--- config.mk ---
export PLATFORM = sky130hd
export DESIGN_NAME = uart_tx_peripheral
export DESIGN_NICKNAME = d
export VERILOG_FILES = /design/src/rtl/pw_periph_pkg.sv /design/src/rtl/sync_fifo.sv /design/src/rtl/uart_tx_peripheral.sv
export SDC_FILE = /design/constraint.sdc
export NUM_CORES = 1
export LEC_CHECK = 0
export BUFFER_PORTS_ARGS = -buffer_cell sky130_fd_sc_hd__buf_2
export CAP_MARGIN = 10
export CORE_MARGIN = 5
export CORE_UTILIZATION = 45
export CTS_CLUSTER_DIAMETER = 40
export DETAILED_ROUTE_END_ITERATION = 8
export MAX_ROUTING_LAYER = met4
export SYNTH_ARGS = -nofsm -noshare
export SYNTH_HDL_FRONTEND = slang
export SYNTH_SLANG_ARGS = --single-unit
--- constraint.sdc ---
create_clock -name Clk -period 4.4 [get_ports Clk]
set_input_delay 0.22 -clock Clk [delete_from_list [all_inputs] [get_ports Clk]]
set_output_delay 0.22 -clock Clk [all_outputs]
set_load 0.03 [all_outputs]
--- src/rtl/pw_periph_pkg.sv ---
// Shared definitions for Picowizard bus peripherals: register offsets,
// STATUS bit layout, TX state encoding and a count saturation helper.
package pw_periph_pkg;

  localparam logic [1:0] UART_DATA   = 2'd0;
  localparam logic [1:0] UART_STATUS = 2'd1;
  localparam logic [1:0] UART_DIV_LO = 2'd2;
  localparam logic [1:0] UART_DIV_HI = 2'd3;

  localparam int STAT_BUSY    = 0;
  localparam int STAT_FULL    = 1;
  localparam int STAT_EMPTY   = 2;
  localparam int STAT_OVF     = 3;
  localparam int STAT_CNT_LSB = 4;

  typedef enum logic [1:0] {
    TX_IDLE,
    TX_START,
    TX_DATA,
    TX_STOP
  } tx_state_t;

  // FIFO occupancy squeezed into the 4-bit STATUS field.
  function automatic logic [3:0] sat_count(input logic [8:0] c);
    return (c > 9'd15) ? 4'd15 : c[3:0];
  endfunction

endpackage

--- src/rtl/sync_fifo.sv ---
// Single-clock first-word-fall-through FIFO. A push while full is only
// taken when a pop happens in the same cycle.
module sync_fifo #(
  parameter int DATA_W = 8,
  parameter int DEPTH  = 16,
  localparam int AW    = $clog2(DEPTH)
) (
  input  logic              clk,
  input  logic              rst_n,
  input  logic              push,
  input  logic [DATA_W-1:0] wdata,
  input  logic              pop,
  output logic [DATA_W-1:0] rdata,
  output logic              full,
  output logic              empty,
  output logic [AW:0]       count
);

  logic [DATA_W-1:0] mem [DEPTH];
  logic [AW-1:0]     wr_ptr;
  logic [AW-1:0]     rd_ptr;
  logic              do_push;
  logic              do_pop;

  assign do_pop  = pop && !empty;
  assign do_push = push && (!full || do_pop);
  assign full    = (int'(count) == DEPTH);
  assign empty   = (count == '0);
  assign rdata   = mem[rd_ptr];

  // Pointer and occupancy bookkeeping; simultaneous push/pop leaves count alone.
  always_ff @(posedge clk or negedge rst_n) begin
    if (!rst_n) begin
      wr_ptr <= '0;
      rd_ptr <= '0;
      count  <= '0;
    end else begin
      if (do_push) wr_ptr <= wr_ptr + 1'b1;
      if (do_pop)  rd_ptr <= rd_ptr + 1'b1;
      case ({do_push, do_pop})
        2'b10:   count <= count + 1'b1;
        2'b01:   count <= count - 1'b1;
        default: ;
      endcase
    end
  end

  // Storage array carries no reset; only pointers define validity.
  always_ff @(posedge clk) begin
    if (do_push) mem[wr_ptr] <= wdata;
  end

endmodule

--- src/rtl/uart_tx_peripheral.sv ---
// Memory-mapped 8N1 UART transmitter: CPU bytes go through a TX FIFO into
// a shift-out FSM; STATUS/DIV are readable with one-cycle registered latency.
module uart_tx_peripheral
  import pw_periph_pkg::*;
#(
  parameter logic [15:0] BASE_ADR    = 16'hFFF0,
  parameter int          FIFO_DEPTH  = 16,
  parameter logic [15:0] DEFAULT_DIV = 16'd1475
) (
  input  logic        Clk,
  input  logic        ResetN,
  input  logic [15:0] AdrIn,
  input  logic [7:0]  DataIn,
  input  logic        WrtMem,
  input  logic        LdMem,
  output logic [7:0]  DataOut,
  output logic        Hit,
  output logic        TxD,
  output logic        TxBusy
);

  localparam int CW = $clog2(FIFO_DEPTH) + 1;

  logic [15:0]   off;
  logic [1:0]    sel;
  logic          wr;
  logic          rd;
  logic          data_wr;
  logic          ovf_set;
  logic          ovf;
  logic [15:0]   div;
  logic [7:0]    status;
  logic [7:0]    rd_data;

  logic [7:0]    fifo_rdata;
  logic          fifo_full;
  logic          fifo_empty;
  logic [CW-1:0] fifo_count;

  tx_state_t     state;
  tx_state_t     state_nxt;
  logic [15:0]   cnt;
  logic [15:0]   cnt_nxt;
  logic [2:0]    idx;
  logic [2:0]    idx_nxt;
  logic [7:0]    shift;
  logic [7:0]    shift_nxt;
  logic          txd_nxt;
  logic          pop;

  assign off     = AdrIn - BASE_ADR;
  assign sel     = off[1:0];
  assign Hit     = (off < 16'd4);
  assign wr      = WrtMem && Hit;
  assign rd      = LdMem && Hit;
  assign data_wr = wr && (sel == UART_DATA);
  assign ovf_set = data_wr && fifo_full && !pop;
  assign TxBusy  = (state != TX_IDLE) || !fifo_empty;

  sync_fifo #(
    .DATA_W (8),
    .DEPTH  (FIFO_DEPTH)
  ) u_fifo (
    .clk   (Clk),
    .rst_n (ResetN),
    .push  (data_wr),
    .wdata (DataIn),
    .pop   (pop),
    .rdata (fifo_rdata),
    .full  (fifo_full),
    .empty (fifo_empty),
    .count (fifo_count)
  );

  // Assemble STATUS and select the register being read.
  always_comb begin
    status                         = '0;
    status[STAT_BUSY]              = TxBusy;
    status[STAT_FULL]              = fifo_full;
    status[STAT_EMPTY]             = fifo_empty;
    status[STAT_OVF]               = ovf;
    status[STAT_CNT_LSB +: 4]      = sat_count(9'(fifo_count));
    rd_data                        = '0;
    case (sel)
      UART_STATUS: rd_data = status;
      UART_DIV_LO: rd_data = div[7:0];
      UART_DIV_HI: rd_data = div[15:8];
      default:     rd_data = '0;
    endcase
  end

  // Bus-side registers: read data, sticky overflow (set beats clear), divider.
  always_ff @(posedge Clk or negedge ResetN) begin
    if (!ResetN) begin
      DataOut <= '0;
      ovf     <= 1'b0;
      div     <= DEFAULT_DIV;
    end else begin
      if (rd) DataOut <= rd_data;
      if (ovf_set)                          ovf <= 1'b1;
      else if (rd && sel == UART_STATUS)    ovf <= 1'b0;
      if (wr && sel == UART_DIV_LO) div[7:0]  <= DataIn;
      if (wr && sel == UART_DIV_HI) div[15:8] <= DataIn;
    end
  end

  // Next-state logic; baud counter reloads from the live divider at every bit boundary.
  always_comb begin
    state_nxt = state;
    cnt_nxt   = cnt;
    idx_nxt   = idx;
    shift_nxt = shift;
    pop       = 1'b0;
    case (state)
      TX_IDLE: begin
        if (!fifo_empty) begin
          pop       = 1'b1;
          shift_nxt = fifo_rdata;
          cnt_nxt   = div;
          state_nxt = TX_START;
        end
      end
      TX_START: begin
        if (cnt == '0) begin
          cnt_nxt   = div;
          idx_nxt   = '0;
          state_nxt = TX_DATA;
        end else begin
          cnt_nxt = cnt - 16'd1;
        end
      end
      TX_DATA: begin
        if (cnt == '0) begin
          cnt_nxt = div;
          if (idx == 3'd7) begin
            state_nxt = TX_STOP;
          end else begin
            shift_nxt = {1'b0, shift[7:1]};
            idx_nxt   = idx + 3'd1;
          end
        end else begin
          cnt_nxt = cnt - 16'd1;
        end
      end
      TX_STOP: begin
        if (cnt == '0) begin
          if (!fifo_empty) begin
            pop       = 1'b1;
            shift_nxt = fifo_rdata;
            cnt_nxt   = div;
            state_nxt = TX_START;
          end else begin
            state_nxt = TX_IDLE;
          end
        end else begin
          cnt_nxt = cnt - 16'd1;
        end
      end
      default: state_nxt = TX_IDLE;
    endcase
    case (state_nxt)
      TX_START: txd_nxt = 1'b0;
      TX_DATA:  txd_nxt = shift_nxt[0];
      default:  txd_nxt = 1'b1;
    endcase
  end

  // FSM control registers; TxD is registered from the next state so the line never glitches.
  always_ff @(posedge Clk or negedge ResetN) begin
    if (!ResetN) begin
      state <= TX_IDLE;
      cnt   <= '0;
      idx   <= '0;
      TxD   <= 1'b1;
    end else begin
      state <= state_nxt;
      cnt   <= cnt_nxt;
      idx   <= idx_nxt;
      TxD   <= txd_nxt;
    end
  end

  // Shift data register carries no reset; it is only observed after a load.
  always_ff @(posedge Clk) begin
    shift <= shift_nxt;
  end

endmodule

# Yosys cells after proc, flatten, opt, wreduce, memory -nomap -nowiden
# Memory sizes are Yosys's and may differ from the RTL's.
# Cells that the tools add are included.
[op_classes]
shift = 0
reduce_logical = 27
eq_ne = 16
multipliers = 0
add_sub_neg = 7
div = 0
bitwise = 0
n_lt_le_gt_ge = 2
n_mux = 31
[op_table]
columns = ["op", "n"]
rows = [
  ["$mux W16", 3],
  ["$pmux W16 S3", 1],
  ["$pmux W8 S3", 2],
  ["$mux W8", 4],
  ["$logic_not A16 Y1", 1],
  ["$lt A16 B3 Y1 const B", 1],
  ["$sub A16 B1 Y16 const B", 1],
  ["$sub A16 B16 Y16 const B", 1],
  ["$eq A2 B2 Y1 const B", 6],
  ["$logic_and A1 B1 Y1", 10],
  ["$mux W2", 5],
  ["$pmux W5 S2", 1],
  ["$mux W3", 3],
  ["$add A4 B1 Y4 const B", 2],
  ["$eq A2 B1 Y1 const B", 4],
  ["$ne A2 B2 Y1 const B", 4],
  ["$pmux W2 S4", 1],
  ["$reduce_and A4 Y1", 2],
  ["$reduce_bool A2 Y1", 4],
  ["$mux W1", 7],
  ["$pmux W3 S2", 1],
  ["$add A5 B1 Y5 const B", 1],
  ["$eq A5 B5 Y1 const B", 1],
  ["$gt A5 B4 Y1 const B", 1],
  ["11 further kinds", 16],
]
[totals]
ff_bits = 68
word_cells = 97
rom_bits = 0
output_inout_bits = 11
latchBits = 0
mem_bits_rw = 128
in_bits = 28
memories = 1
[mem_list]
columns = ["memory", "depth", "word_bits", "read_ports", "rd_clocked_by_memory_dff", "write_ports", "line", "source"]
rows = [
  ["u_fifo.mem", 16, 8, 1, 0, 1, "sync_fifo.sv:19", "logic [DATA_W-1:0] mem [DEPTH];"],
]

# Longest topological paths before layout
# Gate-level depths: netlist of run 1.
[depth]
depth_word = 9
mapped_depth = 18
mapped_depth_nobuf = 16

# By module
# A second synthesis of run 1 with hierarchy kept.
[unflattened]
hier_cells = 655
hier_area_um2 = 9218.8
[modules_own_cells]
columns = ["module", "seq_area_each_um2", "cells_each", "instances", "area_per_inst_um2"]
rows = [
  ["sync_fifo", 4169.0, 301, 1, 5774.3],
  ["uart_tx_peripheral", 1415.1, 354, 1, 3444.6],
]

# Least setup slack after synthesis of run 1
# OpenSTA, ideal clock, no wires.
[synth_timing]
path_type = "input-to-reg"
startpoint = "input AdrIn[2]"
endpoint = "register u_fifo.count[4]"
setup_slack_ps = 387
stages = 16
arrival_time_ps = 3877
setup_time_ps = 136
required_time_ps = 4264
n_path_buf = 2
path_cell_list = "nand4b_1 -> nor4_1 -> and2_1 -> nor3b_1 -> nand2_4 -> buf_6 -> ha_1 -> clkbuf_1 -> xor2_1 -> ha_1 -> a21o_1 -> nand2_1 -> a21oi_1 -> a221oi_1 -> nor2_1 -> xor2_1"
[synth_between]
elab_chain_cells = 7
word_cells_on_any_way = 9
cone_classes = "add/sub: 1; order compare: 1; eq/ne: 2; mux: 1; reduce/logical: 4"
[synth_rtl]
columns = ["item", "line", "source"]
rows = [
  ["start, declared", "uart_tx_peripheral.sv:12", "input logic [15:0] AdrIn,"],
  ["$sub A16 B16 Y16 (*)", "uart_tx_peripheral.sv:51", "assign off = AdrIn - BASE_ADR;"],
  ["$lt A16 B3 Y1 (*)", "uart_tx_peripheral.sv:53", "assign Hit = (off < 16'd4);"],
  ["via Hit", "uart_tx_peripheral.sv:17", "output logic Hit,"],
  ["$logic_and A1 B1 Y1 (*)", "uart_tx_peripheral.sv:54", "assign wr = WrtMem && Hit;"],
  ["$logic_and A1 B1 Y1 (*)", "uart_tx_peripheral.sv:56", "assign data_wr = wr && (sel == UART_DATA);"],
  ["$logic_and A1 B1 Y1 (*)", "sync_fifo.sv:26", "assign do_push = push && (!full || do_pop);"],
  ["$eq A2 B1 Y1 or $eq A2 B2 Y1 (tied branches)", "sync_fifo.sv:40", "case ({do_push, do_pop})"],
  ["$pmux W5 S2 or $reduce_bool A2 Y1 (tied branches)", "--", ""],
  ["end signal, assigned", "sync_fifo.sv:41", "2'b10: count <= count + 1'b1;"],
  ["end signal, assigned", "sync_fifo.sv:42", "2'b01: count <= count - 1'b1;"],
  ["end, declared", "sync_fifo.sv:16", "output logic [AW:0] count"],
]
# The timed path passes the listed nets; every way through them passes the cells marked *.
# A chain may end at the register's enable or synchronous reset.

# Worst setup path in the final report of run 1
[layout_timing]
startpoint = "register cnt[2]"
endpoint = "register u_fifo.count[4]"
[layout_between]
elab_chain_cells = 8
word_cells_on_any_way = 10
cone_classes = "eq/ne: 2; mux: 3; reduce/logical: 5"
[layout_rtl]
columns = ["item", "line", "source"]
rows = [
  ["start, declared", "uart_tx_peripheral.sv:42", "logic [15:0] cnt;"],
  ["start signal, assigned", "uart_tx_peripheral.sv:177", "cnt <= cnt_nxt;"],
  ["$logic_not A16 Y1 (*)", "uart_tx_peripheral.sv:146", "if (cnt == '0) begin"],
  ["$mux W1 (*)", "uart_tx_peripheral.sv:146", ""],
  ["$pmux W1 S2 (*)", "uart_tx_peripheral.sv:114", "case (state)"],
  ["$logic_and A1 B1 Y1 (*)", "sync_fifo.sv:25", "assign do_pop = pop && !empty;"],
  ["$logic_or A1 B1 Y1", "sync_fifo.sv:26", ""],
  ["$logic_and A1 B1 Y1", "sync_fifo.sv:26", ""],
  ["$eq A2 B1 Y1 or $eq A2 B2 Y1 (tied branches)", "sync_fifo.sv:40", ""],
  ["$pmux W5 S2 or $reduce_bool A2 Y1 (tied branches)", "--", ""],
]
# Every way passes the cells marked *; elsewhere a longest branch is shown, timed or not.

==> results of run 1 <==
[logic make-up (layout without fill, tap and decap cells)]
| group | count (synthesis) | count (layout) | share of synthesized area (%) |
|---|---|---|---|
| AO/OA/AOI/OAI | 95 | 95 | 6.96 |
| XOR/XNOR | 25 | 25 | 2.44 |
| adder cells (fa/ha/maj) | 16 | 16 | 2.23 |
| buffers and inverters | 51 | 100 | 2.35 |
| flip-flops | 196 | 196 | 62.2 |
| multiplexers | 79 | 79 | 14.6 |
| AND/OR/NAND/NOR | 155 | 155 | 9.25 |
[layout make-up]
type / instances / area [um2]
fillers: 1659 / 9520
flip-flops and latches: 196 / 5590
multi-input cells: 370 / 3210
clock buffers: 17 / 425
repair buffers: 57 / 335
well taps: 265 / 332
clock inverters: 15 / 136
inverters: 11 / 41.3
[synthesized netlist by cell type, drive strengths merged (7+ instances only)]
cell type  instances
mux4              39
xnor2             16
nand2             49
nor4b              7
dfstp              7
nand3             10
inv               11
nor2              33
mux2i             17
o22ai             15
buf               11
nor4              12
a21oi             17
a22oi             17
ha                16
nor3              16
o21ai             23
dfrtp             53
xor2               9
mux2              23
clkbuf            29
edfxtp           135
[sequential cells by signal, indices dropped and copies added, names as in the netlist, 2 cells and up]
name           cells
state              2
div               16
shift              8
u_fifo.count       5
DataOut            8
u_fifo.mem       128
u_fifo.wr_ptr      4
idx                3
cnt               16
u_fifo.rd_ptr      4
[repair_timing]
action / CTS / global route
hold buffers: 1 / 0
endpoints found under the setup margin: 0 / 0
hold endpoints to repair: 21 / 0
gates resized for setup: 0 / 0
[stage by stage]
stage	hold slack, ns	total power, mW	instance area (um2)	setup slack, ns	instances
after floorplan	-0.0756	4.04	8980	0.387	617
after global placement	0.228	4.52	9500	0.518	898
after detailed placement	0.235	4.58	9500	0.440	898
after CTS	0.130	6.06	10100	0.420	931
after global routing	0.173	6.37	10100	0.145	931
final	0.162	6.00	10100	0.426	931
[worst register-to-register path: cells and delay by family (launching register included)]
kind            cells  cell delay [ns]
simple gates        5             1.42
xor+xnor            2             0.32
fa+ha+maj           2             0.60
compound gates      5             1.07
flops               1             0.45
[power breakdown]
group	switching, mW	leakage [nW]	internal [mW]
clock	0.729	0.279	0.750
combinational	1.11	1.30	0.963
sequential	0.288	2.01	2.17
total	2.13	3.59	3.88
[metal layers]
metal | track usage [%] | wire, um | vias up
met2 | 29.5 | 9450 | 121
met3 | 3.20 | 748 | 26
met1 | 23.4 | 8530 | 2751
li1 | - | - | 2447
met5 | - | 0 | -
met4 | 6.12 | 359 | 0
[final timing paths]
path | start | cells after the start | slack (ns) | end
max | cnt[2]$_DFF_PN0_ | 14 | 0.43 | u_fifo.count[4]$_DFFE_PN0P_
min | AdrIn[0] | 2 | 0.16 | ovf$_DFFE_PN0P_
max reg2reg | cnt[2]$_DFF_PN0_ | 14 | 0.43 | u_fifo.count[4]$_DFFE_PN0P_
min reg2reg | DataOut[0]$_DFFE_PN0P_ | 2 | 0.48 | DataOut[0]$_DFFE_PN0P_
max in group asynchronous | ResetN | 3 | 3.17 | div[0]$_DFFE_PN1P_
min in group asynchronous | ResetN | 2 | 0.30 | cnt[6]$_DFF_PN0_
==> flow_metrics.py, run 1 <==
metrics = {
    "status": {
        "status": "finished, final reports clean",
    },
    "route": {
        "drc": 0,
        "wl_mm": 19.1,
        "vias_per_cell": 5.74,
        "post_drt_wl_per_cell_um": 20.5,
        "drt_iter0_drc": 313,
        "first_pass_iters": 4,
        "final_antenna_net_count": 0,
        "num_vias": 5345,
    },
    "run": {
        "max-cap-violations": 0,
    },
    "critical_path": {
        "slowest_delay_ns": 0.72,
        "arrival_ns": 4.28,
        "path_delay_family": "simple AND/OR/NAND/NOR gates",
        "cp-end-kind": "register",
        "crit_buf_inv": 0,
        "crit_chain": "or4_1 > nor4_4 > a31oi_2 > o211ai_4 > nand2_4 > ha_1 > xor2_1 > ha_1 > a21o_1 > nand2_1 > a21oi_1 > a221oi_1 > nor2_1 > xor2_1",
        "path_class": "register to register",
        "critical_path_required_ns": 4.71,
        "crit_fanout": 20,
        "start_kind": "register",
        "worst_path_max_delay_cell": "or4_1",
    },
    "die": {
        "die_w_um": 151,
        "start_util_pct": 45.9,
        "dieHeight_um": 151,
        "coreArea_um2": 19600,
        "io_pins": 39,
        "rows": 51,
        "dieArea_um2": 22900,
    },
    "logic_synthesis": {
        "synth_cells": 617,
        "yosysTopAreaCellShare_pct": 45.1,
        "yosys.area.top_type": "edfxtp_1",
        "synth_ff_type": "edfxtp_1",
        "async_flop_share_pct": 30.6,
        "synth_seq_cells": 196,
        "yosys_warnings": 0,
        "synth_edf_count": 135,
        "synth_area_um2": 8980,
        "netlist_top_cells_area": "edfxtp_1 (45%), dfrtp_1 (15%), mux4_2 (9.8%)",
        "yosysSeqAreaShare_pct": 62.2,
        "ys_types": 56,
        "syn_nets": 661,
        "avgSynthCellArea_um2": 14.6,
    },
    "sta": {
        "hold_viol_final": 0,
        "setup_tns_ns": 0,
        "maxSlewViolCount": 0,
        "min_period_ns": 3.97,
        "skew_ns": 0.0117,
        "setup_violations": 0,
        "max-slew-margin-rel_pct": 25.3,
        "fmax_mhz": 252,
        "period_share_pct": 90.3,
        "rsz0062_at_grt": "no",
        "worst_pin_slew_ns": 1.11,
    },
    "layout": {
        "most-common-layout-cells": "edfxtp_1 (135), dfrtp_1 (51), nand2_1 (48)",
        "post-route-util_pct": 51.4,
        "final_common_cell": "edfxtp_1",
        "antennaDiodeCount": 0,
        "drive_gt1_share_pct": 27.2,
        "fin_nets": 697,
        "synthToLayoutAreaGrowth_pct": 12.1,
    },
    "pwr": {
        "peakVddDrop_mv": 0.299,
        "power_density_nw_per_um2": 596,
        "leakage_nw": 3.59,
    },
    "place": {
        "dp_hpwl_mm": 13.0,
        "io_buffers": 38,
        "finalWeightedCongestion": 0.844,
    },
    "cts": {
        "cts_setup_buffers": 0,
        "clock_path_buffers": 2,
        "numCtsBuffers": 17,
        "path_clk_slew_ns": 0.07,
        "clock-sinks": 196,
        "cts_tree": "built",
        "clockRootBuffer": "clkbuf_16",
        "clk_latency_ns": 0.44,
        "htreeDepth": 4,
    },
    "worst_hold_path": {
        "hold_path.class": "primary input to register",
    },
    "global_routing": {
        "grt_pass1_wl_mm": 30.4,
        "track_usage_pct": 18.2,
        "grt_start_max_net_pins": 39,
        "antenna_found_initial": 0,
        "grt_pass1_vias": 5380,
        "overflow": 0,
    },
}
Note: power is estimated with default switching activity, not from simulation.
==> run 2: changes to the inputs <==
--- a/config.mk
+++ b/config.mk
@@ -12,6 +12,7 @@
 export CTS_CLUSTER_DIAMETER = 40
 export DETAILED_ROUTE_END_ITERATION = 8
 export MAX_ROUTING_LAYER = met4
+export REMOVE_ABC_BUFFERS = 1
 export SYNTH_ARGS = -nofsm -noshare
 export SYNTH_HDL_FRONTEND = slang
 export SYNTH_SLANG_ARGS = --single-unit
==> run 2 against run 1 <==
Sequential share of layout area is 0.31 points lower. Critical path depth unchanged. Combinational power is essentially flat. Sequential power about the same. Routed wire length grew 1.1%.
==> flow_metrics.py, run 2 (same netlist as run 1, synthesis figures left out) <==
metrics = {
    "global_routing": {
        "grt_start_max_net_pins": 48,
        "overflow": 0,
        "grt_pass1_vias": 5237,
        "track_usage_pct": 18.3,
        "grt_pass1_wl_mm": 30.3,
        "antenna_found_initial": 0,
    },
    "cts": {
        "clock_path_buffers": 2,
        "htreeDepth": 4,
        "cts_tree": "built",
        "clock-sinks": 196,
        "numCtsBuffers": 17,
        "path_clk_slew_ns": 0.07,
        "clk_latency_ns": 0.44,
        "cts_setup_buffers": 0,
        "clockRootBuffer": "clkbuf_16",
    },
    "layout": {
        "antennaDiodeCount": 0,
        "drive_gt1_share_pct": 27.0,
        "synthToLayoutAreaGrowth_pct": 12.7,
        "most-common-layout-cells": "edfxtp_1 (135), dfrtp_1 (51), nand2_1 (48)",
        "final_common_cell": "edfxtp_1",
        "post-route-util_pct": 51.7,
        "fin_nets": 698,
        "largest_reg_flops": 128,
        "top_register": "u_fifo.mem",
        "largest_registers": "u_fifo.mem: 128 flops, cnt: 16 flops, div: 16 flops",
    },
    "route": {
        "num_vias": 5294,
        "drt_iter0_drc": 317,
        "first_pass_iters": 4,
        "drc": 0,
        "vias_per_cell": 5.68,
        "post_drt_wl_per_cell_um": 20.7,
        "wl_mm": 19.3,
        "final_antenna_net_count": 0,
    },
    "worst_hold_path": {
        "hold_path.class": "primary input to register",
    },
    "pwr": {
        "intPower_mw": 3.96,
        "power_switching_mw": 2.17,
        "swShare_pct": 35.4,
        "combPwrFrac_pct": 34.0,
        "share_seq_of_total_power_pct": 40.1,
        "peakVddDrop_mv": 0.293,
        "leakage_nw": 3.61,
        "power_density_nw_per_um2": 606,
        "clkPwrFrac_pct": 25.9,
    },
    "sta": {
        "setup_tns_ns": 0,
        "min_period_ns": 3.99,
        "setup_violations": 0,
        "hold_viol_final": 0,
        "rsz0062_at_grt": "no",
        "fmax_mhz": 250,
        "max-slew-margin-rel_pct": 21.9,
        "skew_ns": 0.0151,
        "period_share_pct": 90.7,
        "maxSlewViolCount": 0,
        "worst_pin_slew_ns": 1.16,
        "setup_ws_ns": 0.407,
    },
    "run": {
        "max-cap-violations": 0,
    },
    "critical_path": {
        "path_class": "register to register",
        "crit_fanout": 20,
        "crit_chain": "or4_1 > nor4_4 > a31oi_2 > o211ai_4 > nand2_4 > ha_1 > xor2_1 > ha_1 > a21o_1 > nand2_1 > a21oi_1 > a221oi_1 > nor2_1 > xor2_1",
        "start_kind": "register",
        "critical_path_required_ns": 4.71,
        "worst_path_max_delay_cell": "or4_1",
        "arrival_ns": 4.30,
        "cp-end-kind": "register",
        "slowest_delay_ns": 0.72,
    },
    "place": {
        "dp_hpwl_mm": 13.1,
        "finalWeightedCongestion": 0.815,
        "io_buffers": 38,
        "place_ws_ns": 0.456,
    },
    "die": {
        "die_w_um": 151,
        "coreArea_um2": 19600,
        "dieHeight_um": 151,
        "start_util_pct": 45.9,
        "dieArea_um2": 22900,
        "rows": 51,
        "io_pins": 39,
    },
    "status": {
        "status": "finished, final reports clean",
    },
}
run 2: path summary, 6_finish.rpt:
path	from	to	slack [ns]	cells past startpoint
worst max register to register	cnt[2]$_DFF_PN0_	u_fifo.count[4]$_DFFE_PN0P_	0.41	14
max in group asynchronous	ResetN	u_fifo.rd_ptr[0]$_DFFE_PN0P_	3.20	3
min in group asynchronous	ResetN	state[0]$_DFF_PN0_	0.22	2
worst min-delay path	AdrIn[0]	ovf$_DFFE_PN0P_	0.15	2
worst min register to register	DataOut[3]$_DFFE_PN0P_	DataOut[3]$_DFFE_PN0P_	0.48	2
worst max-delay path	cnt[2]$_DFF_PN0_	u_fifo.count[4]$_DFFE_PN0P_	0.41	14
run 2: routing by layer:
layer,vias up,track usage [%],share of wire (%)
met5,-,-,0
met4,0,3.67,0.74
met3,14,3.86,3.3
met2,83,27.9,48
met1,2753,25.7,48
li1,2444,-,-
run 2: area by class of cell:
class                      count  area [um2]
clock buffer                  19         433
clock inverter                13         178
sequential                   196        5590
timing repair buffer          58         343
fill                        1633        9460
multi-input combinational    370        3210
tap                          265         332
inverter                      11        41.3
run 2: timing repair:
item / CTS / global route
hold endpoints to repair: 13 / 0
gates resized for setup: 0 / 0
hold buffers: 1 / 0
run 2: power by group through the flow:
stage | registers [mW] | clock network [mW] | logic [mW]
global placement | 2.49 | 0 | 2.03
CTS | 2.47 | 1.62 | 2.09
floorplan | 2.46 | 0 | 1.52
detailed placement | 2.51 | 0 | 2.08
global route | 2.50 | 1.70 | 2.28
finish | 2.46 | 1.59 | 2.08
run 2: metrics by stage:
| stage | total power [mW] | cell area [um2] | hold WS, ns | std cells |
|---|---|---|---|---|
| global route | 6.48 | 10100 | 0.161 | 932 |
| finish | 6.13 | 10100 | 0.152 | 932 |
| CTS | 6.17 | 10100 | 0.122 | 932 |
| global placement | 4.53 | 9510 | 0.132 | 899 |
| floorplan | 3.98 | 8810 | -0.0756 | 577 |
| detailed placement | 4.58 | 9510 | 0.152 | 899 |
run 2: worst max-delay path: cells and delay by family, from the launching register on:
| kind | cells | cell delay (ns) |
|---|---|---|
| fa+ha+maj | 2 | 0.60 |
| flops | 1 | 0.46 |
| simple gates | 5 | 1.43 |
| xor+xnor | 2 | 0.32 |
| compound gates | 5 | 1.06 |
==> run 3: changes to the inputs <==
--- a/config.mk
+++ b/config.mk
@@ -7,11 +7,14 @@
 export LEC_CHECK = 0
 export BUFFER_PORTS_ARGS = -buffer_cell sky130_fd_sc_hd__buf_2
 export CAP_MARGIN = 10
+export CELL_PAD_IN_SITES_DETAIL_PLACEMENT = 0
+export CELL_PAD_IN_SITES_GLOBAL_PLACEMENT = 1
 export CORE_MARGIN = 5
 export CORE_UTILIZATION = 45
 export CTS_CLUSTER_DIAMETER = 40
 export DETAILED_ROUTE_END_ITERATION = 8
 export MAX_ROUTING_LAYER = met4
+export PLACE_DENSITY_LB_ADDON = 0.1
 export REMOVE_ABC_BUFFERS = 1
 export SYNTH_ARGS = -nofsm -noshare
 export SYNTH_HDL_FRONTEND = slang
==> run 3 against run 2 <==
Global-route usage rose by 0.58 points. Clock skew is essentially flat. Die area did not move. Setup slack gained 0.14 ns. Register-to-register slack improved by 0.14 ns. Clock power hardly changed. Sequential power decreased by 2%. Sequential cell count stayed put. Via count is 0.43% higher. Sequential share of layout area fell by 0.13 points. Combinational power increased by 2%. Largest power group unchanged.
==> flow_metrics.py, run 3 (same netlist as run 1, synthesis figures left out) <==
metrics = {
    "status": {
        "status": "finished, final reports clean",
    },
    "sta": {
        "rsz0062_at_grt": "no",
        "maxSlewViolCount": 0,
        "hold_viol_final": 0,
        "period_share_pct": 87.5,
        "worst_pin_slew_ns": 0.995,
        "fmax_mhz": 260,
        "setup_tns_ns": 0,
        "max-slew-margin-rel_pct": 33.0,
        "min_period_ns": 3.85,
        "setup_violations": 0,
        "skew_ns": 0.0156,
    },
    "cts": {
        "cts_tree": "built",
        "path_clk_slew_ns": 0.08,
        "clk_latency_ns": 0.44,
        "clock_path_buffers": 2,
        "clock-sinks": 196,
        "postCtsResizedCells": 0,
        "htreeDepth": 4,
        "clockRootBuffer": "clkbuf_16",
        "numCtsBuffers": 17,
    },
    "global_routing": {
        "grt_start_max_net_pins": 61,
        "grt_pass1_wl_mm": 31.4,
        "antenna_found_initial": 0,
        "grt_pass1_vias": 5321,
        "track_usage_pct": 18.9,
        "overflow": 0,
    },
    "route": {
        "wl_mm": 19.8,
        "post_drt_wl_per_cell_um": 21.2,
        "final_antenna_net_count": 0,
        "vias_per_cell": 5.70,
        "num_vias": 5317,
        "first_pass_iters": 5,
        "drc": 0,
        "drt_iter0_drc": 371,
    },
    "critical_path": {
        "crit_chain": "or4_1 > nor4_4 > a31oi_2 > o211ai_4 > nand2_4 > ha_1 > xor2_1 > ha_1 > a21o_1 > nand2_1 > a21oi_1 > a221oi_1 > nor2_1 > xor2_1",
        "critical_path_required_ns": 4.72,
        "worst_path_max_delay_cell": "or4_1",
        "start_kind": "register",
        "cp-end-kind": "register",
        "arrival_ns": 4.17,
        "crit_fanout": 9,
        "path_class": "register to register",
        "slowest_delay_ns": 0.73,
    },
    "die": {
        "coreArea_um2": 19600,
        "rows": 51,
        "dieArea_um2": 22900,
        "io_pins": 39,
        "die_w_um": 151,
        "dieHeight_um": 151,
        "start_util_pct": 45.9,
    },
    "pwr": {
        "power_density_nw_per_um2": 608,
        "peakVddDrop_mv": 0.264,
        "leakage_nw": 3.62,
    },
    "layout": {
        "synthToLayoutAreaGrowth_pct": 13.0,
        "top_register": "u_fifo.mem",
        "final_common_cell": "edfxtp_1",
        "antennaDiodeCount": 0,
        "largest_registers": "u_fifo.mem: 128 flops, cnt: 16 flops, div: 16 flops",
        "fillers": 1707,
        "fin_nets": 698,
        "largest_reg_flops": 128,
        "most-common-layout-cells": "edfxtp_1 (135), dfrtp_1 (51), nand2_1 (48)",
        "stdcell_count": 932,
        "drive_gt1_share_pct": 27.4,
    },
    "place": {
        "finalWeightedCongestion": 0.818,
        "dp_cells": 898,
        "dp_hpwl_mm": 13.2,
        "io_buffers": 38,
    },
    "run": {
        "max-cap-violations": 0,
    },
    "worst_hold_path": {
        "hold_path.class": "primary input to register",
    },
}
[run 3: changes by cell type in the layout (fill, tap and decap cells not counted), sizes merged]
cell / delta
clkinvlp: +1
bufinv: -1
clkbuf: -2
inv: +4
clkinv: -2
[run 3: metal layers]
metal	global-route usage (%)	wire length (um)	share of wire [%]
met5	-	0	0
met3	3.44	662	3.3
met4	3.90	142	0.72
met1	27.5	9570	48
met2	28.0	9420	48
[run 3: final timing paths]
check | from | endpoint | slack, ns | cells after the start
max | cnt[2]$_DFF_PN0_ | u_fifo.count[4]$_DFFE_PN0P_ | 0.55 | 14
min | AdrIn[0] | ovf$_DFFE_PN0P_ | 0.14 | 2
max reg2reg | cnt[2]$_DFF_PN0_ | u_fifo.count[4]$_DFFE_PN0P_ | 0.55 | 14
min reg2reg | DataOut[3]$_DFFE_PN0P_ | DataOut[3]$_DFFE_PN0P_ | 0.48 | 2
max in group asynchronous | ResetN | u_fifo.rd_ptr[0]$_DFFE_PN0P_ | 3.33 | 3
min in group asynchronous | ResetN | cnt[4]$_DFF_PN0_ | 0.48 | 3
[run 3: cell type report]
| class | instances | area [um2] | area share [%] |
|---|---|---|---|
| clock buffers | 17 | 425 | 4.19 |
| clock inverters | 15 | 203 | 2.00 |
| multi-input cells | 370 | 3220 | 31.7 |
| repair buffers | 58 | 343 | 3.38 |
| inverters | 11 | 41.3 | 0.407 |
| flip-flops and latches | 196 | 5590 | 55.0 |
| well taps | 265 | 332 | 3.27 |
[run 3: worst max-delay path: cells and delay by family (launching register included)]
family | cells | cell delay (ns)
AOI/OAI and AO/OA | 5 | 1.09
xor gates and xnor gates | 2 | 0.33
adders and majority gates | 2 | 0.54
DFF | 1 | 0.46
and+or+nand+nor | 5 | 1.31
[run 3: repair_timing]
| item | 4_1_cts | 5_1_grt |
|---|---|---|
| endpoints found under the setup margin | 0 | 0 |
| hold buffers | 1 | 0 |
| hold endpoints to repair | 53 | 0 |
| setup buffers | 0 | 0 |
[run 3: stage by stage]
stage	util (%)	hold WS, ns	power [mW]	instance area [um2]	setup slack (ns)
2_1_floorplan	-	-0.0756	3.98	8810	0.161
3_3_place_gp	48.5	0.427	4.55	9510	0.682
3_5_place_dp	48.5	0.448	4.59	9510	0.590
4_1_cts	51.8	0.126	6.21	10100	0.566
5_1_grt	51.8	0.133	6.54	10200	0.277
6_report	51.8	0.145	6.17	10200	0.549
[run 3: power breakdown]
group | leakage, nW | internal, mW | total, mW | switching [mW]
Combinational | 1.31 | 0.970 | 2.13 | 1.16
Clock | 0.302 | 0.797 | 1.62 | 0.819
Sequential | 2.01 | 2.16 | 2.42 | 0.256
Total | 3.62 | 3.93 | 6.17 | 2.24
